`config.mk`:
```
export PLATFORM = sky130hd
export DESIGN_NAME = midi_msg_parser_flat
export DESIGN_NICKNAME = d
export VERILOG_FILES = /design/src/rtl/midi_pkg.sv /design/src/rtl/midi_msg_parser_if.sv /design/src/rtl/midi_msg_fifo.sv /design/src/rtl/midi_msg_parser.sv /design/src/flat_wrapper.sv
export SDC_FILE = /design/constraint.sdc
export NUM_CORES = 1
export LEC_CHECK = 0
export BUFFER_PORTS_ARGS = -buffer_cell sky130_fd_sc_hd__buf_4
export CORE_ASPECT_RATIO = 1.75
export CORE_UTILIZATION = 58
export CTS_CLUSTER_DIAMETER = 200
export CTS_CLUSTER_SIZE = 28
export DETAILED_ROUTE_END_ITERATION = 6
export PLACE_DENSITY = 0.78
export SLEW_MARGIN = 5
export SYNTH_ARGS = -nofsm -noshare
export SYNTH_HDL_FRONTEND = slang
export SYNTH_SLANG_ARGS = --single-unit
```
`constraint.sdc`:
```
create_clock -name i_clk -period 2.36 [get_ports i_clk]
set_input_delay 0.118 -clock i_clk [delete_from_list [all_inputs] [get_ports i_clk]]
set_output_delay 0.118 -clock i_clk [all_outputs]
set_load 0.01 [all_outputs]
```
`src/rtl/midi_pkg.sv`:
```
// rtl/midi_pkg.sv - shared types and constants for the MIDI message parser
package midi_pkg;

  typedef enum logic [2:0] {
    NOTE_OFF = 3'd0,
    NOTE_ON  = 3'd1,
    POLY_AT  = 3'd2,
    CC       = 3'd3,
    PROG     = 3'd4,
    CHAN_AT  = 3'd5,
    BEND     = 3'd6
  } msg_type_t;

  typedef logic [1:0] state_t;
  localparam state_t ST_IDLE    = 2'd0;
  localparam state_t ST_WAIT_D1 = 2'd1;
  localparam state_t ST_WAIT_D2 = 2'd2;
  localparam state_t ST_SYSEX   = 2'd3;

  localparam logic [7:0] SYSEX_START = 8'hF0;
  localparam logic [7:0] SYSEX_END   = 8'hF7;
  localparam logic [7:0] RT_BASE     = 8'hF8;

  typedef struct packed {
    msg_type_t   msg_type;
    logic [3:0]  chan;
    logic [6:0]  d1;
    logic [6:0]  d2;
  } msg_t;

  // Status nibbles 8..E map onto msg_type_t in order, so bits [6:4] are the type.
  function automatic msg_type_t status_type(input logic [2:0] kind);
    return msg_type_t'(kind);
  endfunction

  function automatic logic has_two_data(input logic [2:0] kind);
    return (kind != 3'd4) && (kind != 3'd5);
  endfunction

endpackage

```
`src/rtl/midi_msg_parser_if.sv`:
```
// rtl/midi_msg_parser_if.sv - byte input, channel filter and message output bundle
interface midi_msg_parser_if;
  import midi_pkg::*;

  logic        i_byte_valid;
  logic [7:0]  i_byte;
  logic        i_omni;
  logic [3:0]  i_channel;
  logic        o_msg_valid;
  logic        i_msg_ready;
  msg_type_t   o_msg_type;
  logic [3:0]  o_msg_chan;
  logic [6:0]  o_msg_d1;
  logic [6:0]  o_msg_d2;
  logic        o_rt_valid;
  logic [2:0]  o_rt_code;
  logic        o_overflow;

  modport master (
    output i_byte_valid, i_byte, i_omni, i_channel, i_msg_ready,
    input  o_msg_valid, o_msg_type, o_msg_chan, o_msg_d1, o_msg_d2,
           o_rt_valid, o_rt_code, o_overflow
  );

  modport slave (
    input  i_byte_valid, i_byte, i_omni, i_channel, i_msg_ready,
    output o_msg_valid, o_msg_type, o_msg_chan, o_msg_d1, o_msg_d2,
           o_rt_valid, o_rt_code, o_overflow
  );

endinterface

```
`src/rtl/midi_msg_fifo.sv`:
```
// rtl/midi_msg_fifo.sv - synchronous show-ahead FIFO of decoded messages
module midi_msg_fifo
  import midi_pkg::*;
#(
  parameter int DEPTH = 4
) (
  input  logic clk,
  input  logic rst_n,
  input  logic push,
  input  msg_t push_data,
  input  logic pop,
  output msg_t head,
  output logic full,
  output logic empty
);

  localparam int AW = $clog2(DEPTH);

  msg_t           mem [DEPTH];
  logic [AW-1:0]  wr_ptr;
  logic [AW-1:0]  rd_ptr;
  logic [AW:0]    count;
  logic           do_pop;
  logic           do_push;

  assign empty   = (count == '0);
  assign full    = (count == (AW+1)'(DEPTH));
  assign do_pop  = pop & ~empty;
  // A pop in the same cycle frees the slot, so a full FIFO still takes the push.
  assign do_push = push & (~full | do_pop);
  assign head    = mem[rd_ptr];

  always_ff @(posedge clk) begin
    if (do_push) mem[wr_ptr] <= push_data;
  end

  always_ff @(posedge clk) begin
    if (!rst_n) begin
      wr_ptr <= '0;
      rd_ptr <= '0;
      count  <= '0;
    end else begin
      if (do_push) wr_ptr <= wr_ptr + 1'b1;
      if (do_pop)  rd_ptr <= rd_ptr + 1'b1;
      case ({do_push, do_pop})
        2'b10:   count <= count + 1'b1;
        2'b01:   count <= count - 1'b1;
        default: count <= count;
      endcase
    end
  end

endmodule

```
`src/rtl/midi_msg_parser.sv`:
```
// rtl/midi_msg_parser.sv - MIDI byte stream to channel-voice message sequencer
module midi_msg_parser
  import midi_pkg::*;
#(
  parameter int FIFO_DEPTH = 4
) (
  input  logic              i_clk,
  input  logic              i_rst_n,
  midi_msg_parser_if.slave  bus
);

  state_t      state;
  logic [2:0]  st_kind;
  logic [3:0]  st_chan;
  logic [6:0]  d1_q;

  logic        is_data;
  logic        is_rt;
  logic        two_data;
  logic        complete;
  logic        accept;
  logic        push;
  logic        pop;
  logic        full;
  logic        empty;
  logic        drop;
  msg_t        new_msg;
  msg_t        head;

  assign is_data  = ~bus.i_byte[7];
  assign is_rt    = (bus.i_byte >= RT_BASE);
  assign two_data = has_two_data(st_kind);
  assign complete = bus.i_byte_valid & is_data &
                    (((state == ST_WAIT_D1) & ~two_data) | (state == ST_WAIT_D2));
  assign accept   = bus.i_omni | (st_chan == bus.i_channel);
  assign push     = complete & accept;
  assign pop      = bus.o_msg_valid & bus.i_msg_ready;
  assign drop     = push & full & ~pop;

  always_comb begin
    new_msg.chan     = st_chan;
    new_msg.msg_type = status_type(st_kind);
    if (two_data) begin
      new_msg.d1 = d1_q;
      new_msg.d2 = bus.i_byte[6:0];
    end else begin
      new_msg.d1 = bus.i_byte[6:0];
      new_msg.d2 = 7'd0;
    end
    // Zero-velocity note-on is the common running-status way to release a note.
    if (new_msg.msg_type == NOTE_ON && new_msg.d2 == 7'd0) new_msg.msg_type = NOTE_OFF;
  end

  always_ff @(posedge i_clk) begin
    if (!i_rst_n) begin
      state          <= ST_IDLE;
      st_kind        <= 3'd0;
      st_chan        <= 4'd0;
      d1_q           <= 7'd0;
      bus.o_rt_valid <= 1'b0;
      bus.o_rt_code  <= 3'd0;
      bus.o_overflow <= 1'b0;
    end else begin
      bus.o_rt_valid <= 1'b0;
      bus.o_overflow <= bus.o_overflow | drop;
      if (bus.i_byte_valid) begin
        if (is_rt) begin
          bus.o_rt_valid <= 1'b1;
          bus.o_rt_code  <= bus.i_byte[2:0];
        end else if (!is_data) begin
          if (bus.i_byte < SYSEX_START) begin
            st_kind <= bus.i_byte[6:4];
            st_chan <= bus.i_byte[3:0];
            state   <= ST_WAIT_D1;
          end else begin
            // F0 enters sysex; F1-F7 (including SYSEX_END) fall back to idle.
            st_kind <= 3'd0;
            st_chan <= 4'd0;
            state   <= (bus.i_byte == SYSEX_START) ? ST_SYSEX : ST_IDLE;
          end
        end else begin
          case (state)
            ST_WAIT_D1: begin
              if (two_data) begin
                d1_q  <= bus.i_byte[6:0];
                state <= ST_WAIT_D2;
              end
            end
            ST_WAIT_D2: state <= ST_WAIT_D1;
            default:    state <= state;
          endcase
        end
      end
    end
  end

  midi_msg_fifo #(.DEPTH(FIFO_DEPTH)) u_fifo (
    .clk       (i_clk),
    .rst_n     (i_rst_n),
    .push      (push),
    .push_data (new_msg),
    .pop       (pop),
    .head      (head),
    .full      (full),
    .empty     (empty)
  );

  assign bus.o_msg_valid = ~empty;
  assign bus.o_msg_type  = empty ? NOTE_OFF : head.msg_type;
  assign bus.o_msg_chan  = empty ? 4'd0 : head.chan;
  assign bus.o_msg_d1    = empty ? 7'd0 : head.d1;
  assign bus.o_msg_d2    = empty ? 7'd0 : head.d2;

endmodule
```
`src/flat_wrapper.sv`:
```
// flat-port wrapper written by rule: the top's interface ports become plain ports
module midi_msg_parser_flat import midi_pkg::*;
#(
  parameter int FIFO_DEPTH = 4
)
  (i_clk, i_rst_n, bus_i_byte_valid, bus_i_byte, bus_i_omni, bus_i_channel, bus_i_msg_ready, bus_o_msg_valid, bus_o_msg_type, bus_o_msg_chan, bus_o_msg_d1, bus_o_msg_d2, bus_o_rt_valid, bus_o_rt_code, bus_o_overflow);
  midi_msg_parser_if bus_i ();
  input  logic i_clk;
  input  logic i_rst_n;
  input wire logic [$bits(bus_i.i_byte_valid)-1:0] bus_i_byte_valid;
  input wire logic [$bits(bus_i.i_byte)-1:0] bus_i_byte;
  input wire logic [$bits(bus_i.i_omni)-1:0] bus_i_omni;
  input wire logic [$bits(bus_i.i_channel)-1:0] bus_i_channel;
  input wire logic [$bits(bus_i.i_msg_ready)-1:0] bus_i_msg_ready;
  output wire logic [$bits(bus_i.o_msg_valid)-1:0] bus_o_msg_valid;
  output wire logic [$bits(bus_i.o_msg_type)-1:0] bus_o_msg_type;
  output wire logic [$bits(bus_i.o_msg_chan)-1:0] bus_o_msg_chan;
  output wire logic [$bits(bus_i.o_msg_d1)-1:0] bus_o_msg_d1;
  output wire logic [$bits(bus_i.o_msg_d2)-1:0] bus_o_msg_d2;
  output wire logic [$bits(bus_i.o_rt_valid)-1:0] bus_o_rt_valid;
  output wire logic [$bits(bus_i.o_rt_code)-1:0] bus_o_rt_code;
  output wire logic [$bits(bus_i.o_overflow)-1:0] bus_o_overflow;
  assign bus_i.i_byte_valid = bus_i_byte_valid;
  assign bus_i.i_byte = bus_i_byte;
  assign bus_i.i_omni = bus_i_omni;
  assign bus_i.i_channel = bus_i_channel;
  assign bus_i.i_msg_ready = bus_i_msg_ready;
  assign bus_o_msg_valid = bus_i.o_msg_valid;
  assign bus_o_msg_type = bus_i.o_msg_type;
  assign bus_o_msg_chan = bus_i.o_msg_chan;
  assign bus_o_msg_d1 = bus_i.o_msg_d1;
  assign bus_o_msg_d2 = bus_i.o_msg_d2;
  assign bus_o_rt_valid = bus_i.o_rt_valid;
  assign bus_o_rt_code = bus_i.o_rt_code;
  assign bus_o_overflow = bus_i.o_overflow;
  midi_msg_parser #(.FIFO_DEPTH(FIFO_DEPTH)) u_core (.i_clk(i_clk), .i_rst_n(i_rst_n), .bus(bus_i));
endmodule
```
==> flow_summary.toml, run 1 <==
[global_routing]
antenna_found_initial = 0
number_of_global_route_vias_before_repair = 2862
overflow = 0
track_usage_pct = 23.7
grt_pass1_wl_um = 14200
grt_max_degree = 23

[timing]
final.setup_skew_ns = 0.0111
final-max-slew-violation-count = 0
max_clock_freq_mhz = 477
finalHoldViolations = 0
fin_crit_ns = 2.10
unrepaired_setup_endpoints_after_global_routing = "false"
max_slew.worst_pin.slew_ns = 0.722
worst_slew_margin_rel_pct = 51.2
setup_tns_ns = 0
fin_crit_sh_pct = 88.9
setup-violations-final = 0

[route]
route.antenna.remaining_nets = 0
routedWlPerCell_um = 19.4
post_drt_via_cell_ratio = 5.90
drtPass1Iterations = 4
route.vias.total = 2750
drt-total-wl_um = 9020
drc_errors_left = 0
initialDrtViolationCount = 175

[cts]
post_cts_resized = 0
root_buffer = "sky130_fd_sc_hd__clkbuf_16"
number_of_setup_buffers_added_after_cts = 0
clkSlewWorstSetupHoldPaths_ns = 0.05
tritoncts.num_buffers = 17
ctsLongestPathBuffers = 2
cts.hold.buffers_added = 0
cts_htree_levels = 4
insertion_delay_ns = 0.41
cts_tree = "done"
clock_sink_count = 114

[layout]
final_net_count = 385
antenna_cells_inserted = 0
area.growth.synth_to_final_pct = 24.4
n_fill_cell = 489
final_layout_size_suffix_gt1_share_pct = 31.4

[synth]
yosys-top-cells-area = "sky130_fd_sc_hd__edfxtp_1, sky130_fd_sc_hd__dfxtp_1, sky130_fd_sc_hd__mux4_2"
mappedNetlistNets = 330
synth_enable_flop_cells = 84
synth_common_cells = "sky130_fd_sc_hd__edfxtp_1, sky130_fd_sc_hd__and2_1, sky130_fd_sc_hd__dfxtp_1"
sequential_area_share_after_synthesis_pct = 66.4
post-synth-top-area-fraction_pct = 53.7
synth.distinct_cells = 43
ys_async_sr_fraction_pct = 0
most_frequently_used_cell_type_in_the_post_synthesis_netlist = "sky130_fd_sc_hd__edfxtp_1"
synth-seq-cells = 114
synth_top_area_cell = "sky130_fd_sc_hd__edfxtp_1"
synth.yosys.warnings = 0
syn_area_per_cell_um2 = 15.3
ys.flop_type = "sky130_fd_sc_hd__edfxtp_1"
postSynthCellCount = 308
area_of_the_mapped_netlist_um2 = 4700

[power]
powerDensity_nw_per_um2 = 1110
max-vdd-ir-drop_v = 0.000704
leakagePower_nw = 2.10
total_power_mw = 6.49

[min_path]
holdCritPathClass = "in -> reg"

[worst_setup_path]
crit_path_start_kind = "register"
arrival_ns = 1.98
critPathRequiredTime_ns = 2.24
cp-end-kind = "primary output"
timing.setup.critical_path_class = "reg -> out"
critPathMaxFanout = 15

[floorplanning]
boundaryPins = 44
floorplan.initialDensity_pct = 59.4
core_region_area_um2 = 7910
std_cell_rows = 43
die_height_um = 121
floorplan.die_area_um2 = 8480
die_width_um = 70.1

[placement]
gpl.final_weighted_congestion = 0.948
dp_hpwl_um = 5680
port_buffers = 43

[run]
drv_cap = 0

[outcome]
outcome = "finished, final reports clean"
cell usage in the layout, fill, tap and decap left out, drive strengths merged, types with 4 or more instances in the layout:
master / synthesis / routed
mux2i: 10 / 10
clkbuf: 12 / 24
a21oi: 9 / 9
nand3: 5 / 5
and2: 34 / 34
nor2: 19 / 19
xnor2: 8 / 8
buf: 5 / 53
dfxtp: 30 / 30
nand4: 7 / 7
ha: 4 / 4
edfxtp: 84 / 84
mux4: 21 / 21
nand2: 16 / 16
clkinv: 1 / 5
mux2: 7 / 7
flip-flops by register name, summed over array words and instances (netlist names), named ones only:
signal                 cells
u_core.st_kind             3
u_core.d1_q                7
u_core.bus.o_rt_valid      1
u_core.bus.o_overflow      1
u_core.u_fifo.wr_ptr       2
u_core.bus.o_rt_code       3
u_core.u_fifo.count        3
u_core.state               2
u_core.u_fifo.mem         84
u_core.st_chan             4
u_core.u_fifo.rd_ptr       2
through the flow:
stage / util (%) / area, um2 / setup WS, ns / hold WS (ns) / std cells
4_1_cts: 73.9 / 5850 / 0.193 / 0.00675 / 466
2_1_floorplan: - / 4700 / 0.343 / 0.262 / 308
5_1_grt: 73.9 / 5850 / 0.135 / 0.0135 / 466
6_report: 73.9 / 5850 / 0.262 / 0.0132 / 466
3_3_place_gp: 65.6 / 5180 / 0.383 / 0.429 / 434
3_5_place_dp: 65.6 / 5180 / 0.308 / 0.436 / 434
report_power, final:
part	switching [mW]	internal, mW
Combinational	0.670	0.777
Clock	0.855	1.92
Sequential	0.0590	2.21
worst max-delay path, stage by stage, from the launching register on:
cell and delay, ns:
sky130_fd_sc_hd__dfxtp_1 0.35, sky130_fd_sc_hd__buf_4 0.32, sky130_fd_sc_hd__mux4_2 0.58, sky130_fd_sc_hd__and2_1 0.18, sky130_fd_sc_hd__buf_4 0.14
cells by family after synthesis:
| logic type | after synthesis | share of synthesized area [%] |
|---|---|---|
| and+or+nand+nor | 96 | 11.2 |
| adders and majority gates | 5 | 1.49 |
| muxes | 38 | 13.9 |
| AOI/OAI and AO/OA | 25 | 3.35 |
| xor gates and xnor gates | 9 | 1.68 |
| buffers and inverters | 21 | 1.94 |
| DFF | 114 | 66.4 |
cell type report:
class                           count  area [um2]  area share (%)
Sequential cell                   114        3120            53.4
Multi-Input combinational cell    173        1490            25.4
Clock buffer                       24         544            9.31
Timing Repair Buffer               53         448            7.66
Clock inverter                      8         116            1.99
Tap cell                           90         113            1.93
Inverter                            4        15.0           0.257
path summary, 6_finish.rpt:
kind                startpoint                      end  depth (start not counted)  slack (ns)
max                   register        bus_o_msg_type[1]                          4        0.26
max reg2reg  u_core.st_kind[1]   u_core.u_fifo.count[2]                          7        0.26
min                    i_rst_n  u_core.u_fifo.wr_ptr[1]                          3        0.01
min reg2reg  u_core.st_kind[0]        u_core.st_kind[0]                          2        0.46
layer usage:
layer	share of wire (%)	routed length, um	vias to the layer above	track usage, %
met5	0	0	-	0
met4	3.8	342	0	16.5
met3	4.9	440	27	7.97
met2	55	4960	110	39.5
met1	36	3280	1337	24.9
li1	-	-	1276	-
Note: power is estimated with default switching activity, not from simulation.
==> inputs of run 2 (changes only) <==
Settings changed: CTS_BUF_LIST from default to sky130_fd_sc_hd__clkbuf_16.
==> run 2 against run 1 <==
Compared with the run above:
- hold slack improved by 0.0026 ns
- maximum frequency barely moved
- global-route usage fell by 0.14 points
- die area did not move
- non-clock buffer count did not move
- wire length fell by 0.21%
- critical path type unchanged
- sequential cell count did not move
- combinational power barely moved
- clock-buffer cell count fell by 5
- sequential power barely moved
- final cell count did not move
==> flow_summary.toml, run 2 (synthesis results as in run 1) <==
[worst_setup_path]
worst-r2r-setup-slack_ns = 0.27
critPathRequiredTime_ns = 2.24
cp-end-kind = "primary output"
cpPeakStageDelay_ns = 0.58
crit_path_cell_trace = "buf_4 -> mux4_2 -> and2_1 -> buf_4"
timing.setup.critical_path_class = "reg -> out"
cpLargestDelayFamily = "multiplexers"
critical-path-top-cell-by-count = "sky130_fd_sc_hd__buf_4"
arrival_ns = 1.98
worst_path_max_delay_cell = "sky130_fd_sc_hd__mux4_2"
crit_path_start_kind = "register"
worst_case_reg_to_reg_path_depth = 7
cp.depth = 4
cp_num_buf_inv = 2
critPathMaxFanout = 15

[run]
drv_cap = 0

[min_path]
holdCritPathClass = "in -> reg"
timing.hold.worst_path_depth = 3

[cts]
number_of_setup_buffers_added_after_cts = 0
cts_tree = "done"
clock_sink_count = 114
ctsLongestPathBuffers = 2
clkSlewWorstSetupHoldPaths_ns = 0.05
cts.hold.buffers_added = 0
tritoncts.num_buffers = 17
insertion_delay_ns = 0.41
root_buffer = "sky130_fd_sc_hd__clkbuf_16"
post_cts_resized = 0
cts_htree_levels = 4

[outcome]
outcome = "finished, final reports clean"

[route]
initialDrtViolationCount = 206
routedWlPerCell_um = 19.3
post_drt_via_cell_ratio = 5.91
drc_errors_left = 0
route.antenna.remaining_nets = 0
drtPass1Iterations = 4
route.vias.total = 2752
drt-total-wl_um = 9000

[layout]
antenna_cells_inserted = 0
largestRegisters = "u_core.u_fifo.mem (84), u_core.d1_q (7), u_core.st_chan (4)"
largest_register_ffs = 84
final_net_count = 385
n_fill_cell = 499
postLayoutCoreUtil_pct = 73.3
final_area_um2 = 5800
final-seq-area_um2 = 3120
layout.cells.most_common = "sky130_fd_sc_hd__edfxtp_1"
commonest_cells_after_routing_fill_and_taps_aside = "sky130_fd_sc_hd__edfxtp_1, sky130_fd_sc_hd__buf_4, sky130_fd_sc_hd__and2_1"
final_layout_size_suffix_gt1_share_pct = 30.1
multi_input_area_um2 = 1490
area.growth.synth_to_final_pct = 23.3
max_flop_register = "u_core.u_fifo.mem"

[floorplanning]
die_width_um = 70.1
floorplan.die_area_um2 = 8480
floorplan.initialDensity_pct = 59.4
std_cell_rows = 43
die_height_um = 121
boundaryPins = 44
core_region_area_um2 = 7910

[global_routing]
grt_max_degree = 23
antenna_found_initial = 0
grt_pass1_wl_um = 14200
track_usage_pct = 23.5
number_of_global_route_vias_before_repair = 2863
overflow = 0

[timing]
holdWs_ns = 0.0158
worst_slew_margin_rel_pct = 53.2
fin_ws_ns = 0.262
fin_crit_sh_pct = 88.9
unrepaired_setup_endpoints_after_global_routing = "false"
max_clock_freq_mhz = 477
fin_crit_ns = 2.10
setup-violations-final = 0
final.setup_skew_ns = 0.00467
final-max-slew-violation-count = 0
finalHoldViolations = 0
max_slew.worst_pin.slew_ns = 0.692
setup_tns_ns = 0

[placement]
placed_area_um2 = 5180
gpl.final_weighted_congestion = 0.948
port_buffers = 43
dp_slack_ns = 0.308
dp_hpwl_um = 5680

[power]
max-vdd-ir-drop_v = 0.000701
leakagePower_nw = 2.08
powerDensity_nw_per_um2 = 1090
run 2: final timing paths:
kind / startpoint / endpoint
worst max-delay path: register / bus_o_msg_type[1]
worst min-delay path: i_rst_n / u_core.u_fifo.wr_ptr[1]
worst max register to register: u_core.st_kind[1] / u_core.u_fifo.count[2]
worst min register to register: u_core.st_kind[0] / u_core.st_kind[0]
run 2: where the power goes:
group	internal, mW	switching [mW]
Combinational	0.777	0.668
Sequential	2.21	0.0582
Clock	1.75	0.852
run 2: through the flow:
step,cells,total power [mW]
6_report,466,6.32
4_1_cts,466,6.38
3_5_place_dp,434,3.77
2_1_floorplan,308,3.21
5_1_grt,466,6.57
3_3_place_gp,434,3.75
run 2: worst min-delay path, delay by kind of cell:
| family | cells | cell delay, ns |
|---|---|---|
| compound gates | 1 | 0.06 |
| buf+inv | 1 | 0.14 |
| simple gates | 1 | 0.08 |
run 2: final cells by class:
cell class | instances | share of cell area, %
clock buffer | 19 | 8.20
clock inverter | 13 | 2.33
inverter | 4 | 0.259
multi-input combinational | 173 | 25.6
sequential | 114 | 53.9
tap | 90 | 1.94
timing repair buffer | 53 | 7.73
run 2: metal layers:
| layer | global-route usage, % | vias to the layer above | wire, um |
|---|---|---|---|
| met3 | 7.48 | 33 | 417 |
| met4 | 16.5 | 0 | 395 |
| li1 | - | 1275 | - |
| met5 | 0 | - | 0 |
| met2 | 39.5 | 100 | 4850 |
| met1 | 24.7 | 1344 | 3340 |
